[src/rtl/ping_tx_pkg.sv]
// Shared types and default timing for the ultrasonic ping transmitter.
package ping_tx_pkg;

  typedef enum logic [2:0] {
    IDLE,
    BURST,
    BLANK,
    LISTEN,
    HOLDOFF
  } state_e;

  localparam int DEF_HALF_PERIOD    = 391;
  localparam int DEF_BURST_CYCLES   = 8;
  localparam int DEF_BLANK_CYCLES   = 31250;
  localparam int DEF_TIMEOUT_CYCLES = 1562500;
  localparam int DEF_HOLDOFF_CYCLES = 312500;

  localparam int STATS_W = 16;

  // Width of a counter that holds 0..n-1; never narrower than one bit.
  function automatic int cnt_w(input int n);
    return (n < 2) ? 1 : $clog2(n);
  endfunction

endpackage

[src/rtl/ping_tx_burst_gen.sv]
// Square-wave burst generator: BURST_CYCLES full periods of HALF_PERIOD-cycle halves while en is high.
module burst_gen
  import ping_tx_pkg::*;
#(
  parameter int HALF_PERIOD  = DEF_HALF_PERIOD,
  parameter int BURST_CYCLES = DEF_BURST_CYCLES
) (
  input  logic clk,
  input  logic rst_n,
  input  logic en,
  output logic tx_p,
  output logic tx_n,
  output logic done
);

  localparam int NHALF = 2 * BURST_CYCLES;
  localparam int HW    = cnt_w(HALF_PERIOD);
  localparam int NW    = cnt_w(NHALF);

  logic [HW-1:0] half_cnt_q, half_cnt_d;
  logic [NW-1:0] half_idx_q, half_idx_d;
  logic          half_wrap;
  logic          last_half;

  assign half_wrap = (half_cnt_q == HW'(HALF_PERIOD - 1));
  assign last_half = (half_idx_q == NW'(NHALF - 1));

  // NOTE: every signal written here gets a default first, so no path leaves it unassigned and no latch is inferred.
  always_comb begin
    half_cnt_d = '0;
    half_idx_d = '0;
    if (en) begin
      if (half_wrap) begin
        half_idx_d = last_half ? '0 : half_idx_q + 1'b1;
      end else begin
        half_cnt_d = half_cnt_q + 1'b1;
        half_idx_d = half_idx_q;
      end
    end
  end

  // NOTE: sequential state uses non-blocking assignments so all flops update together at the edge.
  always_ff @(posedge clk or negedge rst_n) begin
    if (!rst_n) begin
      half_cnt_q <= '0;
      half_idx_q <= '0;
    end else begin
      half_cnt_q <= half_cnt_d;
      half_idx_q <= half_idx_d;
    end
  end

  // Even halves drive the positive leg; gating with en keeps both legs low outside the burst.
  assign tx_p = en & ~half_idx_q[0];
  assign tx_n = en &  half_idx_q[0];
  assign done = en & half_wrap & last_half;

endmodule

[src/rtl/ping_tx.sv]
// Ultrasonic ping transmitter: burst, ring-down blanking, listen with timeout, echo hold-off.
// Define PING_TX_STATS_EN to implement the ping_count/timeout_count statistics counters.
module ping_tx
  import ping_tx_pkg::*;
#(
  parameter int HALF_PERIOD    = DEF_HALF_PERIOD,
  parameter int BURST_CYCLES   = DEF_BURST_CYCLES,
  parameter int BLANK_CYCLES   = DEF_BLANK_CYCLES,
  parameter int TIMEOUT_CYCLES = DEF_TIMEOUT_CYCLES,
  parameter int HOLDOFF_CYCLES = DEF_HOLDOFF_CYCLES
) (
  input  logic        CLK,
  input  logic        RST,
  input  logic        fire,
  input  logic        auto_en,
  input  logic        math_complete,
  output logic        tx_p,
  output logic        tx_n,
  output logic        start_seq,
  output logic        rx_blank,
  output logic        busy,
  output logic        timeout,
  output logic [15:0] ping_count,
  output logic [15:0] timeout_count
);

  localparam int PHASE_MAX = (BLANK_CYCLES > HOLDOFF_CYCLES) ? BLANK_CYCLES : HOLDOFF_CYCLES;
  localparam int PW        = cnt_w(PHASE_MAX);
  localparam int TW        = cnt_w(TIMEOUT_CYCLES);

  state_e        state_q, state_d;
  logic [PW-1:0] phase_cnt_q, phase_cnt_d;
  logic [TW-1:0] tmo_cnt_q, tmo_cnt_d;
  logic          timeout_q, timeout_d;
  logic          burst_en;
  logic          burst_done;
  logic          expired;

  assign burst_en = (state_q == BURST);
  assign expired  = (tmo_cnt_q == TW'(TIMEOUT_CYCLES - 1));

  burst_gen #(
    .HALF_PERIOD (HALF_PERIOD),
    .BURST_CYCLES(BURST_CYCLES)
  ) u_burst_gen (
    .clk  (CLK),
    .rst_n(RST),
    .en   (burst_en),
    .tx_p (tx_p),
    .tx_n (tx_n),
    .done (burst_done)
  );

  always_ff @(posedge CLK or negedge RST) begin
    if (!RST) begin
      state_q     <= IDLE;
      phase_cnt_q <= '0;
      tmo_cnt_q   <= '0;
      timeout_q   <= 1'b0;
    end else begin
      state_q     <= state_d;
      phase_cnt_q <= phase_cnt_d;
      tmo_cnt_q   <= tmo_cnt_d;
      timeout_q   <= timeout_d;
    end
  end

  // The timeout counter spans BURST..LISTEN so the limit is measured from time zero, not from LISTEN.
  always_comb begin
    state_d     = state_q;
    phase_cnt_d = phase_cnt_q + 1'b1;
    tmo_cnt_d   = '0;
    timeout_d   = 1'b0;
    unique case (state_q)
      IDLE: begin
        if (fire || auto_en) state_d = BURST;
      end
      BURST: begin
        tmo_cnt_d = tmo_cnt_q + 1'b1;
        if (expired) begin
          state_d   = HOLDOFF;
          timeout_d = 1'b1;
        end else if (burst_done) begin
          state_d = BLANK;
        end
      end
      BLANK: begin
        tmo_cnt_d = tmo_cnt_q + 1'b1;
        if (expired) begin
          state_d   = HOLDOFF;
          timeout_d = 1'b1;
        end else if (phase_cnt_q == PW'(BLANK_CYCLES - 1)) begin
          state_d = LISTEN;
        end
      end
      LISTEN: begin
        tmo_cnt_d = tmo_cnt_q + 1'b1;
        // A result arriving on the expiry cycle still counts as a completed ping.
        if (math_complete) begin
          state_d = HOLDOFF;
        end else if (expired) begin
          state_d   = HOLDOFF;
          timeout_d = 1'b1;
        end
      end
      HOLDOFF: begin
        if (phase_cnt_q == PW'(HOLDOFF_CYCLES - 1)) state_d = IDLE;
      end
      default: state_d = IDLE;
    endcase
    if (state_d != state_q) phase_cnt_d = '0;
  end

  always_comb begin
    start_seq = (state_q == BURST) && (tmo_cnt_q == '0);
    rx_blank  = (state_q == BURST) || (state_q == BLANK);
    busy      = (state_q != IDLE);
    timeout   = timeout_q;
  end

`ifdef PING_TX_STATS_EN
  logic               complete_evt;
  logic [STATS_W-1:0] ping_cnt_q, ping_cnt_d;
  logic [STATS_W-1:0] tmo_stat_q, tmo_stat_d;

  assign complete_evt = (state_q == LISTEN) && math_complete;

  always_comb begin
    ping_cnt_d = ping_cnt_q;
    tmo_stat_d = tmo_stat_q;
    if (complete_evt && (ping_cnt_q != '1)) ping_cnt_d = ping_cnt_q + 1'b1;
    if (timeout_d && (tmo_stat_q != '1))    tmo_stat_d = tmo_stat_q + 1'b1;
  end

  always_ff @(posedge CLK or negedge RST) begin
    if (!RST) begin
      ping_cnt_q <= '0;
      tmo_stat_q <= '0;
    end else begin
      ping_cnt_q <= ping_cnt_d;
      tmo_stat_q <= tmo_stat_d;
    end
  end

  assign ping_count    = ping_cnt_q;
  assign timeout_count = tmo_stat_q;
`else
  assign ping_count    = '0;
  assign timeout_count = '0;
`endif

endmodule

[config.mk]
export PLATFORM = sky130hd
export DESIGN_NAME = ping_tx
export DESIGN_NICKNAME = d
export VERILOG_FILES = /design/src/rtl/ping_tx_pkg.sv /design/src/rtl/ping_tx_burst_gen.sv /design/src/rtl/ping_tx.sv
export SDC_FILE = /design/constraint.sdc
export NUM_CORES = 1
export LEC_CHECK = 0
export CORE_MARGIN = 2
export CORE_UTILIZATION = 50
export DETAILED_ROUTE_END_ITERATION = 12
export GPL_ROUTABILITY_DRIVEN = 0
export HOLD_SLACK_MARGIN = 0.05
export PLACE_DENSITY = 0.82
export SYNTH_ARGS = -nofsm -noshare
export SYNTH_HDL_FRONTEND = slang
export SYNTH_HIERARCHICAL = 1
export SYNTH_SLANG_ARGS = --single-unit
[constraint.sdc]
create_clock -name CLK -period 2.38 [get_ports CLK]
set_clock_uncertainty 0.05 [all_clocks]
set_input_delay 0.238 -clock CLK [delete_from_list [all_inputs] [get_ports CLK]]
set_output_delay 0.238 -clock CLK [all_outputs]
set_load 0.05 [all_outputs]
### Word level (Yosys, flattened, before mapping)

Index checks and enable logic that the tools add are counted.

* register bits: 57
* word-level logic and storage cells: 53

* $add $sub $neg: 4
* equal/unequal tests: 11
* reduce and logical (&&, ||, !) cells: 8
* bitwise operators: 5
* multiplexer cells: 19

Operators with widths (number)
* two-way mux 3 bit: 8
* adder 21 x 1 -> 21 bit, second input constant: 1
* == test 21 bit, second input constant: 1
* logical NOT 21 bit: 1
* two-way mux 21 bit: 1
* adder 19 x 1 -> 19 bit, second input constant: 1
* == test 19 x 15 -> 1 bit, second input constant: 1
* == test 19 bit, second input constant: 1
* two-way mux 19 bit: 1
* two-way mux 9 bit: 2
* one-hot mux 3 bit (5 select lines): 1
* two-way mux 4 bit: 3
* adder 9 x 1 -> 9 bit, second input constant: 1
* == test 9 bit, second input constant: 1
* == test 3 x 2 -> 1 bit, second input constant: 2
* adder 4 x 1 -> 4 bit, second input constant: 1
* AND 1 bit: 4
* == test 4 bit, second input constant: 1
* == test 3 x 1 -> 1 bit, second input constant: 1
* == test 3 bit, second input constant: 1
* logical NOT 3 bit: 1
* != test 3 bit: 1
* nonzero test 3 bit: 1
* OR reduction 3 bit: 1
* other kinds (7): 9

### Logic depth before layout (Yosys ltp)

* word-level depth: 8
* gate-level depth with buffers: 10
* gate-level depth less buffers: 9

### Hierarchy

Netlist, hierarchy kept.

By module, submodules not included
* ping_tx: area each 2598.7 sq um, cells an instance 281, instances 1, sequential area each 1101.1 sq um
* burst_gen: area each 693.2 sq um, cells an instance 71, instances 1, sequential area each 325.3 sq um

### Worst setup path after synthesis

No wires, ideal clock.

* path type: reg-to-reg
* from: reg state_q[1]
* to: reg phase_cnt_q[10]
* period minus slack after synthesis: 2.438 ns
* setup time: 0.132 ns
* arrival time: 2.256 ns
* slack: -0.058 ns
* buffers on the path: 2
* cell stages (with the launch flop): 11
* required time: 2.198 ns
* path through: dfrtp_1 -> buf_4 -> nor3b_1 -> nand4_1 -> nor3_1 -> nor2b_1 -> nor3_1 -> o21a_1 -> o2111ai_2 -> clkbuf_1 -> nor2_1

* longest elaborated chain between the ends: 8
* elaborated cells on any way between the ends: 18

RTL lines
* start, declared: RTL line ping_tx.sv:31 `state_e state_q, state_d;`
* start signal, assigned: RTL line ping_tx.sv:61 `state_q <= state_d;`
* == test 3 x 1 -> 1 bit: RTL line ping_tx.sv:39 `assign burst_en = (state_q == BURST);`
* net burst_en: RTL line ping_tx.sv:35 `logic burst_en;`
* AND 1 bit (2 in series): RTL line ping_tx_burst_gen.sv:56 `assign done = en & half_wrap & last_half;`
* net burst_done: RTL line ping_tx.sv:36 `logic burst_done;`
* two-way mux 3 bit: RTL line ping_tx.sv:83 `end else if (burst_done) begin`
* two-way mux 3 bit: RTL line ping_tx.sv:80 `if (expired) begin`
* one-hot mux 3 bit (5 select lines): RTL line ping_tx.sv:74 `unique case (state_q)`
* != test 3 bit: RTL line ping_tx.sv:111 `if (state_d != state_q) phase_cnt_d = '0;`
* two-way mux 19 bit: RTL line ping_tx.sv:111
* net phase_cnt_d[10]: RTL line ping_tx.sv:32 `logic [PW-1:0] phase_cnt_q, phase_cnt_d;`
* end signal, assigned: RTL line ping_tx.sv:62 `phase_cnt_q <= phase_cnt_d;`
* end, declared: RTL line ping_tx.sv:32

The timed path passes the listed nets, and every way through them passes these cells.
A chain may end at the register's enable or synchronous reset.

### Worst setup path after layout

* from: reg phase_cnt_q[6]
* to: reg phase_cnt_q[9]

* longest elaborated chain between the ends: 6
* elaborated cells on any way between the ends: 9

RTL lines
* == test 19 x 15 -> 1 bit: RTL line ping_tx.sv:92 `end else if (phase_cnt_q == PW'(BLANK_CYCLES - 1)) begin`
* two-way mux 3 bit: RTL line ping_tx.sv:92
* two-way mux 3 bit: RTL line ping_tx.sv:89 `if (expired) begin`
* one-hot mux 3 bit (5 select lines): RTL line ping_tx.sv:74
* != test 3 bit: RTL line ping_tx.sv:111
* two-way mux 19 bit *: RTL line ping_tx.sv:111
* net phase_cnt_d[9]: RTL line ping_tx.sv:32

The timed path passes the listed nets; every way through them passes the cells marked *.

==> results <==
## flip-flops by register name, indices dropped and copies added (netlist names)
signal,flops
state_q,3
u_burst_gen/half_idx_q,4
tmo_cnt_q,21
phase_cnt_q,19
timeout,1
u_burst_gen/half_cnt_q,9
## power groups by stage
stage | registers [mW] | clock network, mW | logic (mW)
after detailed placement | 1.16 | 0 | 0.958
after floorplan | 1.14 | 0 | 0.692
after global placement | 1.15 | 0 | 0.943
final | 1.14 | 0.917 | 0.960
after CTS | 1.14 | 0.937 | 0.960
after global routing | 1.16 | 0.994 | 1.04
## layout make-up
cell class | count | area share (%)
sequential | 57 | 38.9
tap | 77 | 2.63
timing repair buffer | 26 | 6.51
inverter | 9 | 0.921
clock buffer | 9 | 3.38
multi-input combinational | 278 | 45.6
clock inverter | 7 | 2.11
## placed cells by master (no fill, tap or decap), types with 3 or more instances in the layout
cell             instances
dfrtp_1                 57
nor2_1                  44
conb_1                  32
xor2_1                  24
nand3_1                 21
nor3_1                  19
nand4_1                 17
nand2_1                 17
buf_4                   15
xnor2_1                 14
a21oi_1                 13
inv_1                    9
or3_1                    9
o21ai_0                  9
clkbuf_8                 9
nor4_1                   7
ha_1                     7
clkdlybuf4s50_1          6
and3_1                   5
and2_1                   4
o21ai_1                  4
clkinvlp_4               4
nor4b_1                  3
a31oi_1                  3
## cell families (layout without fill, tap and decap cells)
| logic type | after synthesis | in the layout | share of synthesized area (%) |
|---|---|---|---|
| AOI/OAI and AO/OA | 37 | 37 | 6.77 |
| xor gates and xnor gates | 38 | 38 | 10.1 |
| adders and majority gates | 7 | 7 | 2.66 |
| buffers and inverters | 48 | 51 | 9.58 |
| DFF | 57 | 57 | 43.3 |
| other | 1 | 32 | 0.114 |
| and+or+nand+nor | 164 | 164 | 27.4 |
## stage by stage
step | hold WS, ns | cell area, sq um | power, mW | setup slack [ns]
6_report | 0.358 | 3670 | 3.02 | 0.0935
5_1_grt | 0.385 | 3670 | 3.19 | 0.0208
3_5_place_dp | 0.205 | 3450 | 2.12 | 0.0843
2_1_floorplan | -0.108 | 3410 | 1.83 | 0.0480
3_3_place_gp | 0.197 | 3450 | 2.10 | 0.117
4_1_cts | 0.366 | 3660 | 3.04 | 0.0733
## what timing repair did
action | in CTS | in global routing
hold endpoints to repair | 22 | 0
setup endpoints to repair | 0 | 9
gates resized for setup | 0 | 2
hold buffers | 1 | 0
## per-layer routing
metal | part of all wire [%] | wire length [um] | GRT usage (%) | vias up
li1 | - | - | - | 1253
met1 | 45 | 3000 | 24.5 | 1254
met2 | 48 | 3220 | 31.1 | 91
met3 | 5.7 | 378 | 7.30 | 10
met4 | 1.1 | 73 | 6.49 | 0
met5 | 0 | 0 | 0 | -
## critical path: cells and delay by family (launching register included)
kind          cells  cell delay (ns)
flops             1             0.38
simple gates      5             1.57
buf+inv           1             0.16
## final timing paths
path / depth (start not counted) / startpoint / end
setup / recovery: 6 / phase_cnt_q[6] / phase_cnt_q[9]
hold / removal: 2 / RST / phase_cnt_q[2]
setup reg to reg: 6 / phase_cnt_q[6] / phase_cnt_q[9]
hold reg to reg: 1 / tmo_cnt_q[0] / tmo_cnt_q[0]
max in group asynchronous: 3 / RST / tmo_cnt_q[4]
min in group CLK: 1 / tmo_cnt_q[0] / tmo_cnt_q[0]
==> run metrics <==
Layout area overhead=11.4%; final WL=6670 um; nets@finish=393; power per cell area=824 mW/mm^2; Critical Path Start Type=flip-flop; Max FO, Critical Path=9; Slowest-stage cell, CP=or4_4; DP HPWL=4750 um; Max Cap Viol=0; final core occ=57.8%; initial antenna violation count=0; final hold violation count=0; Post-Layout Cell Count=463; Clk Latency, worst-skew pair=0.35 ns; static leakage=1.58 nW; Port Buffers=10; reg2reg setup slack=0.09 ns; fmax=0.437 GHz; core footprint=0.00635 sq mm; Sw Pwr=1.16 mW; critical path class=flip-flop to flip-flop; starting density of the core=51.8%; vias in the first global route=2458; diode count=0; WP data arrival=2.47 ns; Commonest cells post-synth=dfrtp_1 (57), nor2_1 (44), buf_4 (34), xor2_1 (24), nand3_1 (21); Multi-input gate area=0.00167 sq mm; Clock power frac=30.4%; sequential power share=37.9%; fin crit period=2.29 ns; Worst VDD drop=0.784 mV; global-route wire length before repair=11200 um; CP max stage delay=0.53 ns; most used cell along the critical path=or4_4; Final Cycle Share=96.1%; clk root buf=clkbuf_8; worst min path class=primary input to async pin; Crit. End Element=flip-flop; area fraction of the dominant cell type after synthesis=43.3%; synthesized flop and latch total=57; Syn Inst Count=352; largest net degree at the start of global routing=25; routed vias/inst=5.63; number of distinct library cells after synthesis=44; via total after detailed routing=2608; Die Y=85.1 um; CTS buffer count=9; Main synth FF type=dfrtp_1; ys async rst share=100%; Initial DRC Count=128; status=finished, final reports clean; io pins=43; internal power=1.86 mW; setup TNS=0 ns; Synth area leaders=dfrtp_1 (43%), buf_4 (7.8%), xor2_1 (6.4%); synthesized area=0.00329 sq mm; residual DRC count=0; slew of the pin with the lowest slew margin=0.602 ns; WP data required=2.56 ns; CTS H-tree lvls=3; Synth area leader=dfrtp_1; grt total ovfl=0; # setup viols final=0; Max Root-Sink Buffers=2; die area=0.00725 sq mm; dpl cells=446; CTS clock-pin slew for the worst setup and hold paths=0.07 ns; Synth warnings=6; sequential share of the synthesized area=43.3%; Post-synth EDFFs=0; share of cells above drive strength 1=11.7%; Setup Buffers After CTS=0; row count=29; GR Util All Layers=19.5%; Combinational Power Share=31.8%; CTS sink cnt=57; Die W=85.1 um; Sw Ratio=38.5%; DR pass1 iterations=4; WL/cell=14.4 um; register area=0.00143 sq mm; RSZ-0062 raised after global routing=false; Fillers=536; Rel. slew slack=59.5%; CTS tree=yes; final slew viol count=0; crit path cell chain=or4_4, or3_1, or4_4, nor4_4, buf_6, nor3_1; Post-Synthesis Mean Instance Area=9.35 sq um; Final ANT Viol Nets=0; count leader, synth=dfrtp_1
(Power assumes the default switching activity.)
